<file path="src/rtl/addsub_pkg.sv">
// Shared definitions for the pipelined adder/subtractor.
//   mode_e         : operation select encoding carried on the 'sub' port
//   DEFAULT_BITS   : default operand/result width
//   DEFAULT_STAGES : default pipeline depth
package addsub_pkg;

    typedef enum logic {
        ADD = 1'b0,
        SUB = 1'b1
    } mode_e;

    localparam int DEFAULT_BITS   = 32;
    localparam int DEFAULT_STAGES = 4;

endpackage : addsub_pkg

</file>
<file path="src/rtl/addsub_slice.sv">
// Combinational W-bit ripple slice built from a chain of full-adder cells.
// The subtrahend arrives already inverted, so the slice only ever adds.
//   a, b   : W-bit operand slices
//   ci     : carry into bit 0 of the slice
//   s      : W-bit sum slice
//   co     : carry out of the slice MSB
//   msb_ci : carry into the slice MSB (used for signed overflow)
module addsub_slice #(
    parameter int W = 8
) (
    input  logic [W-1:0] a,
    input  logic [W-1:0] b,
    input  logic         ci,
    output logic [W-1:0] s,
    output logic         co,
    output logic         msb_ci
);

    logic [W:0] c;

    // NOTE: every variable gets a default before the loop so no path leaves
    // it unassigned; otherwise synthesis would infer a latch.
    always_comb begin
        c    = '0;
        s    = '0;
        c[0] = ci;
        for (int i = 0; i < W; i++) begin
            s[i]   = a[i] ^ b[i] ^ c[i];
            c[i+1] = (a[i] & b[i]) | (c[i] & (a[i] ^ b[i]));
        end
    end

    assign co     = c[W];
    assign msb_ci = c[W-1];

endmodule : addsub_slice

</file>
<file path="src/rtl/pipe_addsub_nbits.sv">
// Pipelined BITS-wide adder/subtractor split into STAGES carry-registered
// slices, with a valid/ready handshake on both sides.
//   clk, rst            : clock and asynchronous active-high reset
//   in_valid, in_ready  : input handshake (accept when both are 1)
//   a, b, ci, sub       : operands, carry/borrow-in, 0=add 1=subtract
//   out_valid, out_ready: output handshake (consume when both are 1)
//   s, co, ovf, zero    : result, carry-out (1 = no borrow), overflow, s==0
module pipe_addsub_nbits
    import addsub_pkg::*;
#(
    parameter int BITS   = DEFAULT_BITS,
    parameter int STAGES = DEFAULT_STAGES
) (
    input  logic            clk,
    input  logic            rst,
    input  logic            in_valid,
    output logic            in_ready,
    input  logic [BITS-1:0] a,
    input  logic [BITS-1:0] b,
    input  logic            ci,
    input  logic            sub,
    output logic            out_valid,
    input  logic            out_ready,
    output logic [BITS-1:0] s,
    output logic            co,
    output logic            ovf,
    output logic            zero
);

    localparam int W = (STAGES < 1) ? 1 : BITS / STAGES;

    generate
        if (STAGES < 1) begin : g_bad_stages
            $error("pipe_addsub_nbits: STAGES must be at least 1");
        end else if ((BITS % STAGES) != 0) begin : g_bad_split
            $error("pipe_addsub_nbits: BITS must be a multiple of STAGES");
        end
    endgenerate

    // One pipeline entry: operands still to be consumed by later stages,
    // the result slices finished so far, the ripple carry and final flags.
    typedef struct packed {
        logic [BITS-1:0] a;
        logic [BITS-1:0] bx;
        logic [BITS-1:0] s;
        logic            c;
        logic            ovf;
        logic            zero;
    } stage_t;

    stage_t            in_stage;
    stage_t            st_d [STAGES];
    stage_t            st_q [STAGES];
    logic [STAGES-1:0] valid;
    logic [STAGES-1:0] adv;
    logic [STAGES-1:0] load;
    logic [STAGES:0]   free;
    mode_e             op;

    assign op = mode_e'(sub);

    // Subtraction is a + ~b + !ci, so invert b and ci once at the entry.
    always_comb begin
        in_stage    = '0;
        in_stage.a  = a;
        in_stage.bx = (op == SUB) ? ~b : b;
        in_stage.c  = (op == SUB) ? ~ci : ci;
    end

    // free[k] means stage k can take a new entry this cycle: it is empty or
    // its current entry moves on. Evaluated from the output end backwards.
    always_comb begin
        free         = '0;
        adv          = '0;
        load         = '0;
        free[STAGES] = out_ready;
        for (int k = STAGES - 1; k >= 0; k--) begin
            adv[k]  = valid[k] & free[k+1];
            free[k] = ~valid[k] | adv[k];
        end
        load[0] = in_valid & free[0];
        for (int k = 1; k < STAGES; k++) begin
            load[k] = adv[k-1];
        end
    end

    assign in_ready = free[0];

    generate
        for (genvar k = 0; k < STAGES; k++) begin : g_stage
            stage_t         src;
            stage_t         nxt;
            logic [W-1:0]   sl_s;
            logic           sl_co;
            logic           sl_msb_ci;

            if (k == 0) begin : g_first
                assign src = in_stage;
            end else begin : g_next
                assign src = st_q[k-1];
            end

            addsub_slice #(
                .W (W)
            ) u_slice (
                .a      (src.a[k*W +: W]),
                .b      (src.bx[k*W +: W]),
                .ci     (src.c),
                .s      (sl_s),
                .co     (sl_co),
                .msb_ci (sl_msb_ci)
            );

            // ovf/zero are only meaningful once the top slice is done; the
            // values from earlier stages are overwritten and never observed.
            always_comb begin
                nxt              = src;
                nxt.s[k*W +: W]  = sl_s;
                nxt.c            = sl_co;
                nxt.ovf          = sl_co ^ sl_msb_ci;
                nxt.zero         = (nxt.s == '0);
            end

            assign st_d[k] = nxt;
        end
    endgenerate

    // NOTE: state registers use non-blocking assignments so every stage
    // samples its predecessor's old value on the same edge.
    // NOTE: the data registers are reset along with the valid bits because
    // the outputs are required to read 0 during reset, not just out_valid.
    always_ff @(posedge clk or posedge rst) begin
        if (rst) begin
            valid <= '0;
            for (int k = 0; k < STAGES; k++) begin
                st_q[k] <= '0;
            end
        end else begin
            for (int k = 0; k < STAGES; k++) begin
                if (load[k]) begin
                    valid[k] <= 1'b1;
                    st_q[k]  <= st_d[k];
                end else if (adv[k]) begin
                    valid[k] <= 1'b0;
                end
            end
        end
    end

    assign out_valid = valid[STAGES-1];
    assign s         = st_q[STAGES-1].s;
    assign co        = st_q[STAGES-1].c;
    assign ovf       = st_q[STAGES-1].ovf;
    assign zero      = st_q[STAGES-1].zero;

endmodule : pipe_addsub_nbits

</file>
<file path="config.mk">
export PLATFORM = sky130hd
export DESIGN_NAME = pipe_addsub_nbits
export DESIGN_NICKNAME = d
export VERILOG_FILES = /design/src/rtl/addsub_pkg.sv /design/src/rtl/addsub_slice.sv /design/src/rtl/pipe_addsub_nbits.sv
export SDC_FILE = /design/constraint.sdc
export NUM_CORES = 1
export LEC_CHECK = 0
export ABC_AREA = 1
export CORE_ASPECT_RATIO = 1.5
export CORE_MARGIN = 10
export CORE_UTILIZATION = 55
export CTS_CLUSTER_DIAMETER = 60
export DETAILED_ROUTE_END_ITERATION = 8
export PLACE_DENSITY = 0.8
export RECOVER_POWER = 25
export SETUP_SLACK_MARGIN = 0.1
export SYNTH_ARGS = -nofsm -noshare
export SYNTH_HDL_FRONTEND = slang
export SYNTH_HIERARCHICAL = 1
export SYNTH_SLANG_ARGS = --single-unit
export TNS_END_PERCENT = 20
</file>
<file path="constraint.sdc">
create_clock -name clk -period 8.1 [get_ports clk]
set_input_delay 2.025 -clock clk [delete_from_list [all_inputs] [get_ports clk]]
set_output_delay 2.025 -clock clk [all_outputs]
set_load 0.05 [all_outputs]
</file>
Yosys cells after proc, flatten, opt, wreduce, memory -nomap -nowiden:

Index checks and enable logic that the tools add are counted.

* bits of input ports: 70
* register bits: 282

* multiplexer cells: 10
* reductions and logical operators: 5
* bitwise gates (word level): 176

Operators by type and width (number)
* bitwise AND 1 bit: 69
* bitwise XOR 1 bit: 65
* OR 1 bit: 36
* logical NOT 32 bit: 1
* 2-to-1 mux 32 bit: 1
* inverter 32 bit: 1
* 2-to-1 mux 1 bit: 9
* nonzero test 2 bit: 4
* inverter 1 bit: 5

Logic depth before layout (Yosys ltp):

* depth after elaboration: 19
* mapped depth: 17

Hierarchy:

Netlist, hierarchy kept.

By module, submodules not included
* pipe_addsub_nbits: area an instance 7465.9 um2, cells each 816, times used 1, seq. area each 4654.5 um2
* addsub_slice: area an instance 197.7 um2, cells each 18, times used 4, seq. area each 0.0 um2

Worst setup path after synthesis:

Ideal clock, no wire load.

* path kind: input-to-reg
* from: in sub
* to: reg st_q (netlist bit g_stage[1].nxt[10])
* path slack: 2499 ps
* cell stages on the path: 17
* setup time: 66 ps
* arrival: 5534 ps
* path through: buf_2 -> buf_2 -> xor2_1 -> fa_1 -> inv_1 -> fa_1 -> inv_1 -> fa_1 -> fa_1 -> fa_1 -> fa_1 -> inv_1 -> fa_1 -> inv_1 -> fa_1 -> nand3_1 -> nand2_1

RTL lines
* from (decl): line pipe_addsub_nbits.sv:21 `input logic sub,`
* to (signal, indexed assignment): line pipe_addsub_nbits.sv:142 `st_q[k] <= st_d[k];`
* to (decl): line pipe_addsub_nbits.sv:53 `stage_t st_q [STAGES];`

Worst setup path in the final report:

* from: in out_ready
* to: out in_ready

* word-level cells in the longest chain between the ends: 8

Ends and longest elaborated chain
* from (decl): line pipe_addsub_nbits.sv:23 `input logic out_ready,`
* bitwise AND 1 bit: line pipe_addsub_nbits.sv:78 `adv[k] = valid[k] & free[k+1];`
* OR 1 bit: line pipe_addsub_nbits.sv:79 `free[k] = ~valid[k] | adv[k];`
* bitwise AND 1 bit: line pipe_addsub_nbits.sv:78
* OR 1 bit: line pipe_addsub_nbits.sv:79
* bitwise AND 1 bit: line pipe_addsub_nbits.sv:78
* OR 1 bit: line pipe_addsub_nbits.sv:79
* bitwise AND 1 bit: line pipe_addsub_nbits.sv:78
* OR 1 bit: line pipe_addsub_nbits.sv:79
* to (decl): line pipe_addsub_nbits.sv:17 `output logic in_ready,`

Every way passes these cells.

==> run_results.csv <==
group,metric,value,unit
routing,drc,0,
sta,rsz0062_at_grt,"false",
sta,finalCritPeriodShare,0.765,
setup_path,crit_slowest_cell,"clkdlybuf4s50_1",
grt,grt_max_degree,124,
clock_network,cts_resized,0,
power_and_ir_drop,ir_drop,193,uV
clock_network,cts_buffers,17,
cells_and_area,area.sequential,0.00465,mm2
setup_path,crit_path_max_incr_delay,0.88,ns
outcome,violations,"max-capacitance violations, max-slew violations",
sta,slew_violations,171,
placed_design,port_buffers,106,
sta,tns,0,ns
cells_and_area,final_util,0.680,
cells_and_area,multi_input_area,0.00312,mm2
setup_path,arrival,4.17,ns
sta,final.min_clock_period,6.20,ns
die,rows,54,
setup_path,path_cells,"dlygate4sd3_1 > inv_1 > nand2_1 > inv_2 > nand4_4 > clkdlybuf4s50_1",
cells_and_area,syn2layout_area_growth,20.8,%
setup_path,start_kind,"input pin",
sta,whs,0.473,ns
power_and_ir_drop,powerDensity,370,mW/mm2
logic_synthesis,synth_nets,990,
outcome,status,"finished, violations left",
setup_path,endpoint_kind,"output pin",
setup_path,critical_path_class,"input pin to output pin",
cells_and_area,fillers,1150,
worst_hold_path,min-delay-path-class,"flip-flop to flip-flop",
routing,via_per_inst,5.07,
die,io_pins,107,
die,core,0.0147,mm2
grt,grt_usage,0.175,
grt,grt_pass1_vias,6063,
placed_design,dp_hpwl,11900,um
clock_network,clkLatencyLatePin,0.43,ns
cells_and_area,drive_gt1_frac,0.0457,
logic_synthesis,ys_seq_area_frac,0.564,
die,start_util,0.563,
clock_network,clk_pin_slew,0.06,ns
routing,antenna_left,0,
die,die_area,0.0204,mm2
routing,vias,5981,
routing,wl_per_cell,14.5,um
setup_path,path_buf_inv,4,
sta,setup_viol,0,
setup_path,required,6.08,ns
sta,finalHoldViolCount,0,
sta,skew,0.0135,ns
clock_network,root_buffer,"clkbuf_16",
die,die_w,120,um
clock_network,clk_path_buf_depth,2,
logic_synthesis,ys_seq_elements,186,
sta,worstMarginPinSlew,4.41,ns
placed_design,place.gp.congestion,0.828,
job,maxCapViolCount,2,
cells_and_area,diodes,0,
grt,grt-ovfl-total,0,
setup_path,crit_path_max_fanout,36,
clock_network,tritoncts,"built",
logic_synthesis,avgSynthCellArea,9.30,um2
routing,routed_wl,17100,um
grt,grt_antenna_before_repair,0,
routing,dr.pass1.iters,5,
cells_and_area,fin_nets,1073,
clock_network,holdBufCountCts,0,
die,die_h,170,um
logic_synthesis,syn_area,0.00826,mm2
sta,fmax,0.161,GHz
clock_network,clkSinkCount,186,
clock_network,cts_setup_buffers,0,
logic_synthesis,ys_types,19,
grt,grt_first_pass_wirelength,29500,um
clock_network,htree_levels,4,
power_and_ir_drop,leakagePower,0.00499,uW
logic_synthesis,synth-warning-count,6,
routing,drt-initial-drc-count,458,
logic_synthesis,syn_inst,888,
setup_path,cp_top_family,"buffers and inverters",
sta,relSlewSlack,-1.94,
==> through the flow <==
| step | setup slack (ns) | power (uW) | cell area (um2) | cells |
|---|---|---|---|---|
| floorplan | 1.02 | 2440 | 8260 | 888 |
| global placement | 1.99 | 2830 | 9390 | 1148 |
| detailed placement | 1.91 | 2880 | 9390 | 1148 |
| CTS | 2.02 | 3720 | 9980 | 1180 |
| global route | 1.05 | 3960 | 9970 | 1180 |
| finish | 1.90 | 3690 | 9970 | 1180 |
==> sequential cells by signal, indices dropped and copies added (netlist names) <==
signal	count
co	1
g_stage.nxt	144
g_stage.src	3
ovf	1
s	32
valid	4
zero	1
==> cells in the final DEF, fill, tap and decap left out <==
| cell type | instances |
|---|---|
| nand2_1 | 319 |
| inv_6 | 3 |
| xnor2_1 | 25 |
| o21ai_0 | 42 |
| clkbuf_8 | 2 |
| dlygate4sd3_1 | 1 |
| clkinvlp_4 | 3 |
| dfrtp_1 | 186 |
| clkdlybuf4s50_1 | 104 |
| o21bai_1 | 1 |
| inv_2 | 2 |
| a21oi_1 | 16 |
| o21ai_1 | 3 |
| buf_2 | 1 |
| buf_4 | 7 |
| clkbuf_1 | 1 |
| bufinv_16 | 2 |
| clkinv_2 | 3 |
| nor2_1 | 35 |
| nand3_1 | 102 |
| clkinv_4 | 2 |
| clkbuf_16 | 17 |
| inv_1 | 63 |
| xor2_1 | 9 |
| nand4_4 | 1 |
| nand2_2 | 2 |
| fa_1 | 32 |
==> layer usage <==
layer  wire [um]  global-route usage
met4         418              0.0626
met1        7080               0.215
met2        8750               0.295
met3         866              0.0437
met5           0                   0
==> synthesized netlist by cell type <==
library cell,n,area share
xor2_1,9,0.0095
clkbuf_1,18,0.0082
xnor2_1,25,0.027
buf_1,3,0.0014
o21ai_1,3,0.0018
o21ai_0,42,0.025
nand2_2,2,0.0015
nand2_1,319,0.15
dfrtp_1,186,0.56
fa_1,32,0.078
a21oi_1,16,0.0097
buf_2,25,0.015
nand4_4,1,0.0026
nand3_1,102,0.062
inv_1,63,0.029
nor2_1,35,0.016
inv_2,2,0.00091
o21bai_1,1,0.00091
buf_4,4,0.0036
==> worst paths after layout <==
kind | from | to | slack [ns] | cells after the start
max reg2reg | g_stage[3].nxt[91]$_DFFE_PP0P_ | zero$_DFFE_PP0P_ | 4.09 | 17
min in group asynchronous | rst | g_stage[3].nxt[95]$_DFFE_PP0P_ | 3.59 | 2
max in group asynchronous | rst | g_stage[3].nxt[23]$_DFFE_PP0P_ | 1.99 | 3
max | out_ready | in_ready | 1.90 | 6
min | g_stage[1].nxt[97]$_DFFE_PP0P_ | g_stage[1].nxt[97]$_DFFE_PP0P_ | 0.47 | 2
min reg2reg | g_stage[1].nxt[97]$_DFFE_PP0P_ | g_stage[1].nxt[97]$_DFFE_PP0P_ | 0.47 | 2
==> power breakdown <==
group	internal, uW	switching [uW]	leakage, uW	total (uW)
Combinational	491	896	0.00241	1390
Sequential	1260	219	0.00229	1480
Clock	473	350	0.000286	823
Total	2220	1460	0.00499	3690
==> cell families (layout without fill, tap and decap cells) <==
| logic type | count (synthesis) | after routing | share of synthesized area |
|---|---|---|---|
| adder cells (fa/ha/maj) | 32 | 32 | 0.0776 |
| AND/OR/NAND/NOR | 459 | 459 | 0.227 |
| flip-flops | 186 | 186 | 0.564 |
| AO/OA/AOI/OAI | 62 | 62 | 0.0379 |
| buffers and inverters | 115 | 211 | 0.0579 |
| XOR/XNOR | 34 | 34 | 0.0361 |
==> layout make-up <==
| class | count | area share |
|---|---|---|
| tap | 196 | 0.0246 |
| inverter | 65 | 0.0245 |
| clock inverter | 13 | 0.0142 |
| clock buffer | 19 | 0.0454 |
| sequential | 186 | 0.467 |
| timing repair buffer | 114 | 0.112 |
| multi-input combinational | 587 | 0.313 |
==> worst reg2reg max path, stage by stage (launching register included) <==
cell	delay, ns
dfrtp_1	0.40
fa_1	0.42
inv_1	0.08
fa_1	0.18
inv_1	0.06
fa_1	0.38
fa_1	0.40
fa_1	0.39
fa_1	0.37
inv_1	0.08
fa_1	0.19
inv_1	0.08
fa_1	0.45
inv_1	0.09
nand3_1	0.08
nor2_1	0.11
nand2_1	0.07
o21bai_1	0.13
Power figures use the tool's default switching activity.
